<file path="src/rtl/bus_uart_rx.sv">
// bus_uart_rx: 8N1 serial receiver with byte FIFO and a read-only register window.
// Ports: clk/rst (async, active-high), en (device read select, acts on its rising edge),
// addr[3:2] (0=DATA pop, 1=STATUS {ferr,ovr,full,avail} clear-on-read, 2=COUNT, 3=zero),
// rdata (registered read data), phyrx (serial line, idle high), avail (FIFO non-empty).
module bus_uart_rx #(
  parameter int PREDIV = 520,
  parameter int PREMID = 250,
  parameter int DEPTH = 8
) (
  input  logic       clk,
  input  logic       rst,
  input  logic       en,
  input  logic [3:0] addr,
  output logic [7:0] rdata,
  input  logic       phyrx,
  output logic       avail
);
  localparam int AW = $clog2(DEPTH);
  localparam int CW = $clog2(PREDIV);
  typedef enum logic [1:0] {IDLE, START, DATA, STOP} state_t;
  state_t state, state_d;
  logic [CW-1:0] cnt, cnt_d;
  logic [2:0] idx, idx_d;
  logic [7:0] sh, sh_d;
  logic s1, rx, push, fe, en_q, ovr, ferr;
  logic [7:0] mem [DEPTH];
  logic [AW:0] wp, rp, count;
  logic [1:0] sel;
  logic acc, pop, wr, full, empty, clr;
  logic [7:0] status, rd;
  always_comb begin
    state_d = state;
    cnt_d = cnt + CW'(1);
    idx_d = idx;
    sh_d = sh;
    push = 1'b0;
    fe = 1'b0;
    case (state)
      IDLE: begin
        cnt_d = '0;
        state_d = rx ? IDLE : START;
      end
      START: if (cnt == CW'(PREMID)) begin
        cnt_d = '0;
        idx_d = '0;
        state_d = rx ? IDLE : DATA;
      end
      DATA: if (cnt == CW'(PREDIV - 1)) begin
        cnt_d = '0;
        sh_d = {rx, sh[7:1]};
        idx_d = idx + 3'd1;
        state_d = (idx == 3'd7) ? STOP : DATA;
      end
      STOP: if (cnt == CW'(PREDIV - 1)) begin
        push = rx;
        fe = !rx;
        state_d = IDLE;
      end
      default: state_d = IDLE;
    endcase
  end
  assign count = wp - rp;
  assign full = count == (AW+1)'(DEPTH);
  assign empty = count == '0;
  assign avail = !empty;
  assign sel = addr[3:2];
  assign acc = en && !en_q;
  assign pop = acc && sel == 2'd0 && !empty;
  // a pop in the same cycle frees the slot, so a push into a full FIFO still lands
  assign wr = push && (!full || pop);
  assign clr = acc && sel == 2'd1;
  assign status = {4'b0, ferr, ovr, full, avail};
  assign rd = sel == 2'd0 ? (empty ? 8'h00 : mem[rp[AW-1:0]]) :
              sel == 2'd1 ? status :
              sel == 2'd2 ? 8'(count) : 8'h00;
  always_ff @(posedge clk) if (wr) mem[wp[AW-1:0]] <= sh;
  always_ff @(posedge clk or posedge rst) begin
    if (rst) begin
      s1 <= 1'b1;
      rx <= 1'b1;
      state <= IDLE;
      cnt <= '0;
      idx <= '0;
      sh <= '0;
      en_q <= 1'b0;
      rdata <= '0;
      wp <= '0;
      rp <= '0;
      ovr <= 1'b0;
      ferr <= 1'b0;
    end else begin
      s1 <= phyrx;
      rx <= s1;
      state <= state_d;
      cnt <= cnt_d;
      idx <= idx_d;
      sh <= sh_d;
      en_q <= en;
      rdata <= acc ? rd : rdata;
      wp <= wp + (AW+1)'(wr);
      rp <= rp + (AW+1)'(pop);
      ovr <= (push && full && !pop) || (ovr && !clr);
      ferr <= fe || (ferr && !clr);
    end
  end
endmodule
</file>
<file path="config.mk">
export PLATFORM = sky130hd
export DESIGN_NAME = bus_uart_rx
export DESIGN_NICKNAME = d
export VERILOG_FILES = /design/src/rtl/bus_uart_rx.sv
export SDC_FILE = /design/constraint.sdc
export NUM_CORES = 1
export LEC_CHECK = 0
export CAP_MARGIN = 20
export CORE_ASPECT_RATIO = 0.8
export CORE_MARGIN = 4
export CORE_UTILIZATION = 54
export DETAILED_ROUTE_END_ITERATION = 8
export MAX_ROUTING_LAYER = met4
export PLACE_DENSITY = 0.75
export SETUP_SLACK_MARGIN = 0.3
export SLEW_MARGIN = 20
export SYNTH_ARGS = -nofsm -noshare
export SYNTH_HDL_FRONTEND = slang
export SYNTH_SLANG_ARGS = --single-unit
</file>
<file path="constraint.sdc">
create_clock -name clk -period 2.9 [get_ports clk]
set_clock_uncertainty 0.1 [all_clocks]
set_input_delay 0.87 -clock clk [delete_from_list [all_inputs] [get_ports clk]]
set_output_delay 0.87 -clock clk [all_outputs]
set_load 0.01 [all_outputs]
</file>
Word level (Yosys, flattened, before mapping)
Memories as Yosys holds them, arrays and structs flattened.
Index checks and enable logic that the tools add are counted.
Operators by class
  muxes and demuxes: 23
  add/subtract/negate cells: 5
  equal/unequal tests: 12
  reductions and logical operators: 25
Operators with widths (count)
  one-hot mux 10 bit (3 select lines): 1
  two-way mux 10 bit: 2
  two-way mux 8 bit: 2
  adder 10 x 1 -> 10 bit (second input constant): 1
  equality test 10 bit (second input constant): 1
  equality test 10 x 8 -> 1 bit (second input constant): 1
  logical AND 1 bit: 9
  adder 4 x 1 -> 4 bit: 2
  two-way mux 1 bit: 8
  two-way mux 2 bit: 4
  two-way mux 4 bit: 2
  one-hot mux 2 bit (4 select lines): 1
  equality test 2 bit (second input constant): 3
  zero test 1 bit: 6
  two-way mux 3 bit: 2
  inequality test 2 bit (second input constant): 3
  one-hot mux 3 bit (2 select lines): 1
  AND reduction 3 bit: 2
  equality test 2 x 1 -> 1 bit (second input constant): 2
  equality test 4 bit (second input constant): 1
  zero test 2 bit: 2
  zero test 4 bit: 1
  subtractor 4 bit: 1
  adder 3 x 1 -> 3 bit (second input constant): 1
  other kinds (4): 6
Word-level totals
  bits in registers: 44
  memories: 1
  logic and storage cells: 78
  input bits: 8
  output and inout port bits: 9
  bits in writable memories: 64
Memory list
  mem: depth 8, width 8, read ports 1, clocked after Yosys merged registers in 0, wr ports 1, line 26  | logic [7:0] mem [DEPTH];

Logic depth before layout (Yosys ltp)
  word-level depth: 8
  depth in mapped cells: 12

Least setup slack after synthesis
Ideal clock, no wire load.
  path type: register to register
  start point: register wp[0]
  end point: memory mem[1][0] (enable)
  path slack: -0.174 ns
  setup time: 0.395 ns
  data arrival time: 2.579 ns
  data required time: 2.405 ns
  period minus slack after synthesis: 3.074 ns
  stages on the path, launching flop included: 10
  buffers on the path: 1
  cell sequence: dfrtp_1 > inv_1 > ha_1 > inv_1 > fa_1 > xor2_1 > nor3b_1 > o211a_1 > buf_6 > nor4_1
On the way
  longest elaborated chain between the ends: 8
  elaborated cells on any way between the ends: 10
RTL lines
  start: declaration: line 27  | logic [AW:0] wp, rp, count;
  start signal: assignment: line 100  | wp <= wp + (AW+1)'(wr);
  subtractor 4 bit: line 62  | assign count = wp - rp;
  zero test 4 bit: line 64  | assign empty = count == '0;
  zero test 1 bit: line 68  | assign pop = acc && sel == 2'd0 && !empty;
  logical AND 1 bit: line 68
  logical OR 1 bit: line 70  | assign wr = push && (!full || pop);
  logical AND 1 bit: line 70
  two-way mux 1 bit: line 76  | always_ff @(posedge clk) if (wr) mem[wp[AW-1:0]] <= sh;
  two-way mux 1 bit (implied by the code): line 76
  end: declaration: line 26
Several ways; a longest one is shown, not always the timed one.

Final worst setup path
  start point: register wp[0]
  end point: output port avail
On the way
  longest elaborated chain between the ends: 3
RTL lines
  subtractor 4 bit: line 62
  zero test 4 bit: line 64
  zero test 1 bit: line 65  | assign avail = !empty;
  end: declaration: line 16  | output logic avail
Every way passes these cells.

==> impl_metrics.py <==
metrics = {
    "run_status": {
        "outcome": "finished, violations left",
        "violations": "negative setup slack",
    },
    "sta": {
        "fmaxAchievable_mhz": 332,
        "hold_viol_final": 0,
        "setup_viol": 1,
        "worst-slew-pin-transition_ns": 0.729,
        "slew_headroom": 0.514,
        "drv_slew": 0,
        "whs_ns": 0.262,
        "rsz0062_at_grt": "yes",
        "timing.final.crit_share": 1.04,
        "finalSetupTns_ns": -0.112,
        "period_needed_ns": 3.01,
        "setup_ws_ns": -0.112,
    },
    "yosys": {
        "yosys-top-cells-count": "edfxtp_1, dfrtp_1, nor2_1",
        "synth_area_leader_cell": "edfxtp_1",
        "synth_top_area_frac": 0.411,
        "synth.yosys.warnings": 0,
        "ys_seq_elements": 108,
        "synthArstFlopShare": 0.407,
        "synth_flop_cell": "edfxtp_1",
        "synth_edf_count": 64,
        "synthesis.nets": 311,
        "syn_area_mm2": 0.00468,
        "ys_types": 55,
        "synthCells": 291,
        "synth-seq-area-share": 0.647,
        "netlist_top_cells_area": "edfxtp_1, dfrtp_1, mux4_1",
        "avgSynthCellArea_um2": 16.1,
        "yosysMostFrequentCell": "edfxtp_1",
    },
    "worst_setup_path": {
        "critPathRequiredTime_ns": 1.93,
        "cp-start-kind": "register",
        "cp_max_fo": 2,
        "critPathKind": "register to output port",
        "cp-end-kind": "output port",
        "arrival_ns": 2.04,
        "worstRegToRegCells": 15,
    },
    "cells_and_area": {
        "ff_latch_area_mm2": 0.00303,
        "final_nets": 364,
        "multi_input_area_mm2": 0.00187,
        "instances_no_fill": 461,
        "area_growth_syn_to_layout_pct": 24.2,
        "drive_gt1_frac": 0.312,
        "fin_area_mm2": 0.00581,
        "antennaDiodeCount": 0,
        "fill_cells": 528,
    },
    "pwr": {
        "seqPwrFrac": 0.471,
        "power_density_mw_per_mm2": 621,
        "p_leak_nw": 1.94,
        "power.internal_mw": 2.56,
        "p_sw_frac": 0.289,
        "ir_drop_mv": 0.529,
        "p_comb_frac": 0.281,
        "p_switching_mw": 1.04,
        "p_clk_frac": 0.247,
    },
    "global_routing": {
        "grt_pass1_vias": 2763,
        "grt_max_degree": 36,
        "antenna_found_initial": 0,
        "track_usage": 0.200,
        "grt-ovfl-total": 0,
        "grt_pass1_wl_mm": 15.0,
    },
    "clocking": {
        "clock_path_buffers": 2,
        "worstSkewPairLatency_ns": 0.37,
        "cts-root-buf": "clkbuf_8",
        "cts_max_level": 3,
        "cts_tree": "built",
        "numCtsBuffers": 9,
        "clock_sinks": 108,
        "clk_pin_slew_worst_paths_ns": 0.10,
    },
    "routing": {
        "drtPass1Iterations": 4,
        "via_per_inst": 6.00,
        "wirelength_mm": 9.87,
        "vias": 2766,
        "drtIter0Drc": 163,
        "ant_nets": 0,
        "drc": 0,
        "wl_per_cell_um": 21.4,
    },
    "floorplanning": {
        "start_util": 0.554,
        "core_mm2": 0.00845,
        "die_y_um": 91.3,
        "rows": 30,
        "dieArea_mm2": 0.0102,
        "ioPinCount": 17,
        "fp.dieW_um": 112,
    },
    "place": {
        "pre_cts_ws_ns": -0.0326,
        "numPortBuffers": 14,
        "placedCellCount": 435,
        "globalplace.congestion": 0.803,
        "dp_hpwl_mm": 6.10,
        "place_area_mm2": 0.00535,
    },
    "min_path": {
        "holdPathStages": 0,
        "hold_path.class": "register to register",
    },
    "job": {
        "drv_cap": 0,
    },
}
## placed cells by master (no fill, tap or decap), drive strengths merged, types with 9 or more instances in the layout
cell type,n
edfxtp,64
dfrtp,42
buf,38
nor2,19
mux4,16
clkdlybuf4s50,13
nand2,12
mux2,11
clkbuf,11
ha,11
a21oi,10
xor2,9
nor4,9
## layer usage
layer / share of wire / track usage / up-vias
li1: - / - / 1242
met1: 0.42 / 0.252 / 1395
met2: 0.49 / 0.318 / 92
met3: 0.042 / 0.0500 / 37
met4: 0.042 / 0.0711 / 0
met5: 0 / - / -
## flip-flops by register name (all words and copies together), names as in the netlist, named ones only
| register | count |
|---|---|
| cnt | 10 |
| en_q | 1 |
| ferr | 1 |
| idx | 3 |
| mem | 64 |
| ovr | 1 |
| rdata | 8 |
| rp | 4 |
| rx | 1 |
| s1 | 1 |
| sh | 8 |
| state | 1 |
| wp | 4 |
## power by group through the flow
stage / clock network [mW] / logic, mW / registers (mW)
global route: 0.990 / 1.07 / 1.71
CTS: 0.920 / 0.814 / 1.70
finish: 0.893 / 1.02 / 1.70
global placement: 0 / 0.699 / 1.73
floorplan: 0 / 0.504 / 1.75
detailed placement: 0 / 0.722 / 1.73
## worst paths after layout
check                           startpoint               to  slack (ns)
setup / recovery           wp[0]$_DFF_PP0_            avail       -0.11
hold / removal                s1$_DFF_PP1_     rx$_DFF_PP1_        0.26
setup reg to reg           wp[0]$_DFF_PP0_  rp[2]$_DFF_PP0_        0.09
hold reg to reg               s1$_DFF_PP1_     rx$_DFF_PP1_        0.26
max in group asynchronous              rst     s1$_DFF_PP1_        1.51
min in group asynchronous              rst   en_q$_DFF_PP0_        0.65
## kinds of logic (layout without fill, tap and decap cells)
kind of cell / count (synthesis) / in the layout / synth area share
compound gates: 36 / 36 / 0.0524
xor+xnor: 14 / 14 / 0.0262
fa+ha+maj: 12 / 12 / 0.0337
buf+inv: 16 / 74 / 0.0233
flops: 108 / 108 / 0.647
mux: 32 / 32 / 0.127
simple gates: 73 / 73 / 0.0907
## worst max-delay path, stage by stage (launching register included)
cell and delay [ns]:
dfrtp_2 0.44, clkinv_4 0.06, ha_4 0.12, inv_2 0.04, fa_2 0.40, xor2_2 0.17
nor3b_2 0.22, nand2_1 0.09, buf_2 0.15
## metrics by stage
step / total power, mW / util
after floorplan: 2.25 / -
after global placement: 2.43 / 0.634
after detailed placement: 2.45 / 0.634
after CTS: 3.43 / 0.665
after global routing: 3.76 / 0.688
final: 3.61 / 0.688
## layout make-up
class | instances | share of cell area
flip-flops and latches | 108 | 0.521
inverters | 7 | 0.00538
repair buffers | 51 | 0.0950
well taps | 112 | 0.0241
clock inverters | 5 | 0.0108
clock buffers | 11 | 0.0226
multi-input cells | 167 | 0.321
## repair_timing
item                       4_1_cts  5_1_grt
setup endpoints to repair       30       77
setup buffers                    4        5
resized for setup                9       27
cloned                           1        0
pin swaps                        8       19
hold buffers                     0        0
Note: power is estimated with default switching activity, not from simulation.
